`src/rtl/vga_pkg.sv`:
```
// ---------------------------------------------------------------------------
// vga_pkg
// Shared definitions for the raster timing generator:
//   vga_timing_t      - one complete mode description (all fields in pixels/lines)
//   VGA_640x480_60    - standard 640x480@60 mode (25 MHz pixel rate)
//   VGA_320x240_TEST  - reduced mode for fast bring-up / simulation
//   vga_sync_pol_e    - sync pulse active level
// ---------------------------------------------------------------------------
package vga_pkg;

   typedef struct packed {
      logic [15:0] h_active;
      logic [15:0] h_fp;
      logic [15:0] h_sync;
      logic [15:0] h_bp;
      logic [15:0] v_active;
      logic [15:0] v_fp;
      logic [15:0] v_sync;
      logic [15:0] v_bp;
   } vga_timing_t;

   localparam vga_timing_t VGA_640x480_60 = '{
      h_active : 16'd640, h_fp : 16'd16, h_sync : 16'd96, h_bp : 16'd48,
      v_active : 16'd480, v_fp : 16'd10, v_sync : 16'd2,  v_bp : 16'd33
   };

   localparam vga_timing_t VGA_320x240_TEST = '{
      h_active : 16'd320, h_fp : 16'd8, h_sync : 16'd32, h_bp : 16'd40,
      v_active : 16'd240, v_fp : 16'd5, v_sync : 16'd2,  v_bp : 16'd15
   };

   typedef enum logic {
      SYNC_ACTIVE_LOW  = 1'b0,
      SYNC_ACTIVE_HIGH = 1'b1
   } vga_sync_pol_e;

endpackage

```
`src/rtl/vga_axis_counter.sv`:
```
// ---------------------------------------------------------------------------
// vga_axis_counter
// One raster axis: a 0..TOTAL-1 counter that advances on adv and wraps
// exactly, plus combinational decode of the current count.
//   clk, rst  - system clock, synchronous active-high reset (count -> 0)
//   adv       - advance the counter by one this clock
//   count     - current position, W bits
//   wrap      - count is at TOTAL-1 (next advance returns to 0)
//   active    - count is inside the visible region (count < ACTIVE)
//   sync      - sync level for this count, already at polarity POL
// ---------------------------------------------------------------------------
module vga_axis_counter
   import vga_pkg::*;
#(
   parameter int TOTAL  = 800,
   parameter int ACTIVE = 640,
   parameter int FP     = 16,
   parameter int SYNC   = 96,
   parameter bit POL    = 1'b0,
   localparam int W     = $clog2(TOTAL)
) (
   input  logic         clk,
   input  logic         rst,
   input  logic         adv,
   output logic [W-1:0] count,
   output logic         wrap,
   output logic         active,
   output logic         sync
);

   localparam logic [W-1:0] LAST    = W'(TOTAL - 1);
   localparam logic [W-1:0] ACT_END = W'(ACTIVE);
   localparam logic [W-1:0] SYNC_LO = W'(ACTIVE + FP);
   // Back porch is at least one unit, so this bound is <= TOTAL-1 and fits in W.
   localparam logic [W-1:0] SYNC_HI = W'(ACTIVE + FP + SYNC);
   localparam vga_sync_pol_e POL_E  = vga_sync_pol_e'(POL);

   logic in_sync;

   always_ff @(posedge clk) begin
      if (rst) begin
         count <= '0;
      end else if (adv) begin
         count <= wrap ? '0 : count + 1'b1;
      end
   end

   assign wrap    = (count == LAST);
   assign active  = (count < ACT_END);
   assign in_sync = (count >= SYNC_LO) && (count < SYNC_HI);
   assign sync    = (POL_E == SYNC_ACTIVE_HIGH) ? in_sync : ~in_sync;

endmodule

```
`src/rtl/vga_timing_gen.sv`:
```
// ---------------------------------------------------------------------------
// vga_timing_gen
// Parametrised raster timing generator running on the system clock with an
// internal pixel-enable divider (no derived pixel clock).
//   clk          - system clock
//   rst          - synchronous, active-high reset
//   pix_en       - one-clock strobe; every other output changes only in the
//                  cycle pix_en is high and holds otherwise, so consumers
//                  qualify the event strobes with pix_en
//   h_sync       - horizontal sync at H_POL level
//   v_sync       - vertical sync at V_POL level
//   de           - display enable (visible area)
//   x, y         - raster position 0..H_TOTAL-1 / 0..V_TOTAL-1
//   line_start   - pixel with x==0
//   frame_start  - pixel with x==0, y==0
//   vblank_start - pixel with x==0, y==V_ACTIVE (game-logic tick)
//   frame_cnt    - frames started since reset; only counts when the
//                  VGA_FRAME_CNT_EN macro is defined, otherwise tied to 0
// Outputs lag the internal pixel tick by one clock.
// ---------------------------------------------------------------------------
module vga_timing_gen
   import vga_pkg::*;
#(
   parameter int CLK_DIV  = 2,
   parameter int H_ACTIVE = int'(VGA_640x480_60.h_active),
   parameter int H_FP     = int'(VGA_640x480_60.h_fp),
   parameter int H_SYNC   = int'(VGA_640x480_60.h_sync),
   parameter int H_BP     = int'(VGA_640x480_60.h_bp),
   parameter int V_ACTIVE = int'(VGA_640x480_60.v_active),
   parameter int V_FP     = int'(VGA_640x480_60.v_fp),
   parameter int V_SYNC   = int'(VGA_640x480_60.v_sync),
   parameter int V_BP     = int'(VGA_640x480_60.v_bp),
   parameter bit H_POL    = 1'b0,
   parameter bit V_POL    = 1'b0,
   localparam int H_TOTAL = H_ACTIVE + H_FP + H_SYNC + H_BP,
   localparam int V_TOTAL = V_ACTIVE + V_FP + V_SYNC + V_BP,
   localparam int XW      = $clog2(H_TOTAL),
   localparam int YW      = $clog2(V_TOTAL)
) (
   input  logic          clk,
   input  logic          rst,
   output logic          pix_en,
   output logic          h_sync,
   output logic          v_sync,
   output logic          de,
   output logic [XW-1:0] x,
   output logic [YW-1:0] y,
   output logic          line_start,
   output logic          frame_start,
   output logic          vblank_start,
   output logic [15:0]   frame_cnt
);

   generate
      if (CLK_DIV < 1 || H_ACTIVE < 1 || H_FP < 1 || H_SYNC < 1 || H_BP < 1 ||
          V_ACTIVE < 1 || V_FP < 1 || V_SYNC < 1 || V_BP < 1) begin : g_bad_params
         $error("vga_timing_gen: CLK_DIV and all H_*/V_* timing parameters must be >= 1");
      end
   endgenerate

   // ---------------- pixel-enable divider ----------------
   localparam int DW = (CLK_DIV > 1) ? $clog2(CLK_DIV) : 1;
   localparam logic [DW-1:0] DIV_LAST = DW'(CLK_DIV - 1);

   logic [DW-1:0] div_cnt;
   logic          pix_tick;

   // With CLK_DIV=1 div_cnt stays 0 and pix_tick is permanently high.
   assign pix_tick = (div_cnt == DIV_LAST);

   always_ff @(posedge clk) begin
      if (rst) begin
         div_cnt <= '0;
      end else begin
         div_cnt <= pix_tick ? '0 : div_cnt + 1'b1;
      end
   end

   // ---------------- axis counters ----------------
   logic [XW-1:0] h_cnt;
   logic [YW-1:0] v_cnt;
   logic          h_wrap, h_active, h_sync_dec;
   logic          v_active, v_sync_dec;
   // Frame wrap is already implied by the (0,0) decode, so nothing reads it.
   logic          v_wrap_unused;

   vga_axis_counter #(
      .TOTAL (H_TOTAL),
      .ACTIVE(H_ACTIVE),
      .FP    (H_FP),
      .SYNC  (H_SYNC),
      .POL   (H_POL)
   ) u_h_axis (
      .clk   (clk),
      .rst   (rst),
      .adv   (pix_tick),
      .count (h_cnt),
      .wrap  (h_wrap),
      .active(h_active),
      .sync  (h_sync_dec)
   );

   // The vertical axis moves only on the last pixel of a line, so its sync
   // decode can only change together with the h==0 boundary.
   vga_axis_counter #(
      .TOTAL (V_TOTAL),
      .ACTIVE(V_ACTIVE),
      .FP    (V_FP),
      .SYNC  (V_SYNC),
      .POL   (V_POL)
   ) u_v_axis (
      .clk   (clk),
      .rst   (rst),
      .adv   (pix_tick & h_wrap),
      .count (v_cnt),
      .wrap  (v_wrap_unused),
      .active(v_active),
      .sync  (v_sync_dec)
   );

   // ---------------- decode ----------------
   localparam logic [YW-1:0] V_VBL = YW'(V_ACTIVE);

   logic h_zero, v_zero, v_vbl;

   assign h_zero = (h_cnt == '0);
   assign v_zero = (v_cnt == '0);
   assign v_vbl  = (v_cnt == V_VBL);

   // ---------------- output register ----------------
   always_ff @(posedge clk) begin
      if (rst) begin
         pix_en       <= 1'b0;
         h_sync       <= ~H_POL;
         v_sync       <= ~V_POL;
         de           <= 1'b0;
         x            <= '0;
         y            <= '0;
         line_start   <= 1'b0;
         frame_start  <= 1'b0;
         vblank_start <= 1'b0;
      end else begin
         pix_en <= pix_tick;
         if (pix_tick) begin
            h_sync       <= h_sync_dec;
            v_sync       <= v_sync_dec;
            de           <= h_active & v_active;
            x            <= h_cnt;
            y            <= v_cnt;
            line_start   <= h_zero;
            frame_start  <= h_zero & v_zero;
            vblank_start <= h_zero & v_vbl;
         end
      end
   end

   // ---------------- optional frame counter ----------------
`ifdef VGA_FRAME_CNT_EN
   logic [15:0] frame_cnt_q;

   // Counts on the same tick that registers frame_start, so the first frame
   // after reset already shows 1. Wraps naturally at 16'hFFFF.
   always_ff @(posedge clk) begin
      if (rst) begin
         frame_cnt_q <= 16'd0;
      end else if (pix_tick && h_zero && v_zero) begin
         frame_cnt_q <= frame_cnt_q + 16'd1;
      end
   end

   assign frame_cnt = frame_cnt_q;
`else
   assign frame_cnt = 16'd0;
`endif

endmodule

```
`config.mk`:
```
export PLATFORM = sky130hd
export DESIGN_NAME = vga_timing_gen
export DESIGN_NICKNAME = d
export VERILOG_FILES = /design/src/rtl/vga_pkg.sv /design/src/rtl/vga_axis_counter.sv /design/src/rtl/vga_timing_gen.sv
export SDC_FILE = /design/constraint.sdc
export NUM_CORES = 1
export LEC_CHECK = 0
export BUFFER_PORTS_ARGS = -buffer_cell sky130_fd_sc_hd__buf_2
export CAP_MARGIN = 20
export CORE_MARGIN = 2
export CORE_UTILIZATION = 45
export CTS_BUF_LIST = sky130_fd_sc_hd__clkbuf_8
export DETAILED_ROUTE_END_ITERATION = 6
export HOLD_SLACK_MARGIN = 0.08
export PLACE_DENSITY = 0.66
export SETUP_SLACK_MARGIN = 0.02
export SYNTH_ARGS = -nofsm -noshare
export SYNTH_HDL_FRONTEND = slang
export SYNTH_HIERARCHICAL = 1
export SYNTH_SLANG_ARGS = --single-unit
```
`constraint.sdc`:
```
create_clock -name clk -period 4.1 [get_ports clk]
set_input_delay 0.41 -clock clk [delete_from_list [all_inputs] [get_ports clk]]
set_output_delay 0.41 -clock clk [all_outputs]
set_load 0.005 [all_outputs]
```
==> key figures, run 1 <==
Outcome
  • Run status: complete, no violations

Power and ir drop
  • Part of the total power dissipated in combinational logic: around 6%
  • Net switching power of the design: between 200 and 250 uW
  • Clock power frac: about 39%
  • Power density relative to cell area: 360 mW/mm2
  • Internal Pwr Total: 678 uW
  • Leakage: approximately 1 nW
  • Switching Share: around 23%
  • Max IR drop VDD: 0.209 mV
  • Fraction of power consumed by sequential logic: 55.5%

Timing
  • Setup Skew: 0.00820 ns
  • Hold violation total from the final report: 0
  • Least-Margin Pin Slew: 0.595 ns
  • Setup repair after global routing missed its margin: no
  • Max-slew headroom: about three fifths
  • Pins Over Slew Limit: 0
  • Final number of setup-violating endpoints: 0
  • Setup Total Neg Slack: 0 ns
  • Achievable clock frequency: 0.444 GHz
  • Crit share post-route: between 50% and 60%
  • Post-layout minimum cycle time: 2.25 ns
  • Final setup margin: approximately 1.8 ns

Clock tree
  • Total CTS buffers: 5
  • Quantity of gates resized following cts: 0
  • Root cell of the clock tree: clkbuf_8
  • Cts hold-fix bufs: 0
  • Clock-pin slew on the worst setup and hold paths: 0.08 ns
  • Clock network latency to the later pin of the worst-skew pair: 0.30 ns
  • Buffer levels on the longest clock path: 2
  • Post-CTS setup-driven buffer insertion count: 0
  • Htree depth: 2
  • CTS tree: yes
  • Count of clock tree sinks: 48

Layout
  • Count of nets after finishing: around 270
  • Count of fill cells added during filler insertion: roughly 470
  • Diode count: 0
  • Layout cell share with drive strength beyond 1: 19.6%
  • Area taken by multi-input logic gates: between 0.001 and 0.0015 mm2
  • Storage element area: 962 um2
  • Design area: 0.00244 mm2
  • Layout overhead on the synthesized area: 10.2%

Route
  • Number of vias after detailed routing: 1618
  • WL final: between 4000 and 5000 um
  • Vias per Instance: 4.95
  • First-pass DRT Iterations: 4
  • Post-detailed-route count of antenna-violating nets: 0
  • Count of routing violations after the opening detailed-route iteration: 81
  • DR DRC count: 0
  • Routed len/inst: about 13 um

Floorplanning
  • Starting density of the core: 46.9%
  • Total core area: 0.00472 mm2
  • # IOs: 45
  • Floorplan die height: 74.2 um
  • Die width: 74.2 um
  • # rows: 25
  • Die area: 0.00550 mm2

Critical path
  • Cell chain of the critical path: ha_1, nand3_1, nor3_1, and2_1, nand3_1, or4_1, a21oi_1
  • Largest fanout on the critical path: 7
  • Type of the worst setup path: flip-flop to flip-flop
  • Worst path bufs/invs: 0
  • Data arrival, critical path: 2.49 ns
  • Capturing element type of the critical path: flip-flop
  • Crit path required time: between 4 and 5 ns
  • Library cell appearing most often on the critical path: nand3_1
  • Cell family with the largest share of critical-path delay: simple AND/OR/NAND/NOR gates
  • Startpoint type of the worst setup path: flip-flop
  • Slowest CP cell: or4_1
  • Largest incremental delay on the critical path: about 0.5 ns

Global route
  • GRT met3 Usage: 4.74%
  • First-pass GRT wire length: 7070 um
  • GR Util All Layers: 16.6%
  • M2 GR Usage: 22.3%
  • Layer carrying the most global-route usage: met1
  • GRT Residual Overflow: 0
  • Pin count of the biggest net entering global routing: 34
  • GR met1 Demand/Resource: 24.7%
  • Via count of the first global-routing pass: 1419
  • Initial antenna violation count: 0

Synthesis
  • Yosys warning count: 6
  • Total standard cell area after synthesis: ~0.0022 mm2
  • Mean instance size in the synthesized netlist: 9.46 um2
  • Synthesized netlist cell count: 234

Place
  • Placer's final routability congestion estimate: 0.811
  • Placement Setup Slack: approximately 1.9 ns
  • HPWL after DPL: around 2800 um
  • Placement-stage cell area: 0.00233 mm2
  • I/O Buffers: 28

Job
  • Total of max-cap violations: 0

Hold path
  • Path category of the worst min-delay check: flip-flop to flip-flop
[metal layers]
metal	vias to the layer above	part of all wire, %
met5	-	0
met4	0	1.8
met3	8	4.8
met2	41	40
met1	726	54
li1	843	-
[state kept, by name, indices dropped and copies added (netlist names)]
register        cells
v_sync              1
vblank_start        1
u_v_axis/count     10
de                  1
div_cnt             1
pix_en              1
h_sync              1
y                  10
line_start          1
frame_start         1
u_h_axis/count     10
x                  10
[power by group through the flow]
stage          logic (mW)  clock network, mW  registers, mW
6_report           0.0524              0.339          0.487
5_1_grt            0.0599              0.369          0.489
4_1_cts            0.0531              0.347          0.487
3_5_place_dp       0.0528                  0          0.498
3_3_place_gp       0.0521                  0          0.498
2_1_floorplan      0.0538                  0          0.494
[layout make-up]
type                       instances  area share [%]
timing repair buffer              29            6.05
tap                               67            3.44
sequential                        48            39.4
inverter                           5           0.769
multi-input combinational        170            45.7
clock inverter                     3            1.74
clock buffer                       5            2.82
[through the flow]
step,instances,utilization (%),hold slack (ns),power (mW)
CTS,327,51.7,0.460,0.887
floorplan,249,-,0.449,0.548
finish,327,51.7,0.458,0.878
detailed placement,319,49.3,0.443,0.551
global route,327,51.7,0.487,0.918
global placement,319,49.3,0.442,0.550
[worst min-delay path, delay by kind of cell (launching register included)]
| family | cells | cell delay, ns |
|---|---|---|
| AND/OR/NAND/NOR | 1 | 0.05 |
| flip-flops | 1 | 0.32 |
| AO/OA/AOI/OAI | 1 | 0.05 |
[worst paths after layout]
| check | start | endpoint | slack (ns) | cells after the start |
|---|---|---|---|---|
| setup / recovery | u_h_axis/count[1] | u_v_axis/count[7] | 1.85 | 7 |
| hold / removal | vblank_start | vblank_start | 0.46 | 2 |
| setup reg to reg | u_h_axis/count[1] | u_v_axis/count[7] | 1.85 | 7 |
| hold reg to reg | vblank_start | vblank_start | 0.46 | 2 |
[cells in the final DEF, fill, tap and decap left out, drive strengths merged, types with 2 or more instances in the layout]
cell,n
nor2b,5
conb,16
xnor2,2
ha,4
nor4,3
nand4,7
o31ai,8
o21ai,5
xor2,6
nor2,34
inv,5
or3,6
clkbuf,5
a21oi,10
nand2,10
dfxtp,48
a41o,2
buf,29
nand3,10
a211o,2
or4,6
mux2i,22
Note: power is estimated with default switching activity, not from simulation.
==> run 2, diff against run 1 <==
- clock period: 4.1 -> 2.25 ns (I/O delays scaled with it)
==> key figures, run 2 (synthesized netlist as in run 1, its figures left out) <==
Outcome
  • Run status: complete, no violations (unchanged)

Floorplanning
  • Floorplan die height: 74.2 um (unchanged)
  • # IOs: 45 (unchanged)
  • # rows: 25 (unchanged)
  • Starting density of the core: 46.9% (unchanged)
  • Die area: 0.00550 mm2 (unchanged)
  • Total core area: 0.00472 mm2 (unchanged)
  • Die width: 74.2 um (unchanged)

Timing
  • Setup repair after global routing missed its margin: no (unchanged)
  • Final number of setup-violating endpoints: 0 (unchanged)
  • Pins Over Slew Limit: 0 (unchanged)
  • Crit share post-route: 90.7% (was 55.0%)
  • Final setup margin: 0.210 ns (was 1.85 ns)
  • Achievable clock frequency: 0.490 GHz (was 0.444 GHz)
  • Post-route worst hold slack: 0.324 ns (was 0.458 ns)
  • Post-layout minimum cycle time: 2.04 ns (was 2.25 ns)
  • Setup Skew: 0.00616 ns (was 0.00820 ns)
  • Setup Total Neg Slack: 0 ns (unchanged)
  • Hold violation total from the final report: 0 (unchanged)

Global route
  • Via count of the first global-routing pass: 1466 (was 1419)
  • GRT Residual Overflow: 0 (unchanged)
  • Pin count of the biggest net entering global routing: 21 (was 34)
  • First-pass GRT wire length: 7020 um (was 7070 um)
  • GR Util All Layers: 16.5% (was 16.6%)
  • Initial antenna violation count: 0 (unchanged)

Layout
  • Layout cell share with drive strength beyond 1: 21.3% (was 19.6%)
  • Post-Layout Cell Count: 335 (was 327)
  • Final Util: 52.5% (was 51.7%)
  • Layout overhead on the synthesized area: 11.9% (was 10.2%)
  • Diode count: 0 (unchanged)
  • Count of nets after finishing: 273 (was 265)
  • Commonest cells after routing, fill and taps aside: 47 x dfxtp_1, 34 x nor2_1, 28 x buf_2 (unchanged)
  • Design area: 0.00248 mm2 (was 0.00244 mm2)
  • Most common cell after layout, fill and taps aside: dfxtp_1 (unchanged)

Critical path
  • Largest fanout on the critical path: 7 (unchanged)
  • Data arrival, critical path: 2.27 ns (was 2.49 ns)
  • Crit path required time: 2.48 ns (was 4.33 ns)
  • Capturing element type of the critical path: flip-flop (unchanged)
  • Startpoint type of the worst setup path: flip-flop (unchanged)
  • Type of the worst setup path: flip-flop to flip-flop (unchanged)

Hold path
  • Path category of the worst min-delay check: input pin to flip-flop (was flip-flop to flip-flop)

Clock tree
  • Quantity of gates resized following cts: 0 (unchanged)
  • Buffer levels on the longest clock path: 2 (unchanged)
  • Htree depth: 2 (unchanged)
  • Clock-pin slew on the worst setup and hold paths: 0.08 ns (about the same)
  • Post-CTS setup-driven buffer insertion count: 0 (unchanged)
  • Cts hold-fix bufs: 0 (unchanged)
  • Total CTS buffers: 5 (unchanged)
  • Count of clock tree sinks: 48 (unchanged)
  • CTS tree: yes (unchanged)
  • Clock network latency to the later pin of the worst-skew pair: 0.30 ns (about the same)
  • Root cell of the clock tree: clkbuf_8 (unchanged)

Route
  • Post-detailed-route count of antenna-violating nets: 0 (unchanged)
  • First-pass DRT Iterations: 4 (unchanged)
  • Vias per Instance: 5.08 (was 4.95)
  • Routed len/inst: 12.6 um (was 12.5 um)
  • Count of routing violations after the opening detailed-route iteration: 60 (was 81)
  • WL final: 4220 um (was 4100 um)
  • DR DRC count: 0 (unchanged)
  • Number of vias after detailed routing: 1702 (was 1618)

Place
  • Placement Setup Slack: 0.240 ns (was 1.90 ns)
  • Placement-stage cell area: 0.00239 mm2 (was 0.00233 mm2)
  • Cell count after placement: 327 (was 319)
  • I/O Buffers: 28 (unchanged)
  • Placer's final routability congestion estimate: 0.845 (was 0.811)
  • HPWL after DPL: 3000 um (was 2790 um)

Power and ir drop
  • Max IR drop VDD: 0.380 mV (was 0.209 mV)
  • Overall power consumption: 1.50 mW (was 878 uW)
  • Power density relative to cell area: 605 mW/mm2 (was 360 mW/mm2)
  • Leakage: 1.05 nW (was 1.00 nW)

Job
  • Total of max-cap violations: 0 (unchanged)
-- run 2: path summary, 6_finish.rpt --
path	startpoint	end	slack [ns]	cells after the start
setup / recovery	u_h_axis/count[0]	u_v_axis/count[7]	0.21	7
hold / removal	rst	x[8]	0.32	2
setup reg to reg	u_h_axis/count[0]	u_v_axis/count[7]	0.21	7
hold reg to reg	vblank_start	vblank_start	0.46	2
-- run 2: per-layer routing --
metal | vias to the layer above | routed length (um) | global-route usage (%) | share of wire, %
met5 | - | 0 | 0 | 0
li1 | 860 | - | - | -
met1 | 791 | 2210 | 23.4 | 52
met2 | 44 | 1720 | 24.0 | 41
met3 | 7 | 190 | 2.85 | 4.5
met4 | 0 | 92 | 8.48 | 2.2
-- run 2: area by class of cell --
type / instances / area, um2
well taps: 67 / 83.8
repair buffers: 37 / 208
fillers: 467 / 2240
flip-flops and latches: 48 / 962
inverters: 5 / 18.8
multi-input cells: 170 / 1120
clock buffers: 6 / 82.6
clock inverters: 2 / 7.51
-- run 2: report_power, final --
group	total (mW)	switching [mW]	internal, mW
Sequential	0.888	0.0226	0.866
Combinational	0.0982	0.0559	0.0423
Clock	0.514	0.272	0.242
Total	1.50	0.350	1.15
-- run 2: critical path, stage by stage, from the launching register on --
cell and delay (ns):
dfxtp_1 0.48, ha_1 0.26, nand3_1 0.09, nor3_1 0.13, and2_1 0.20, nand3_1 0.16, or4_1 0.50, a21oi_1 0.14
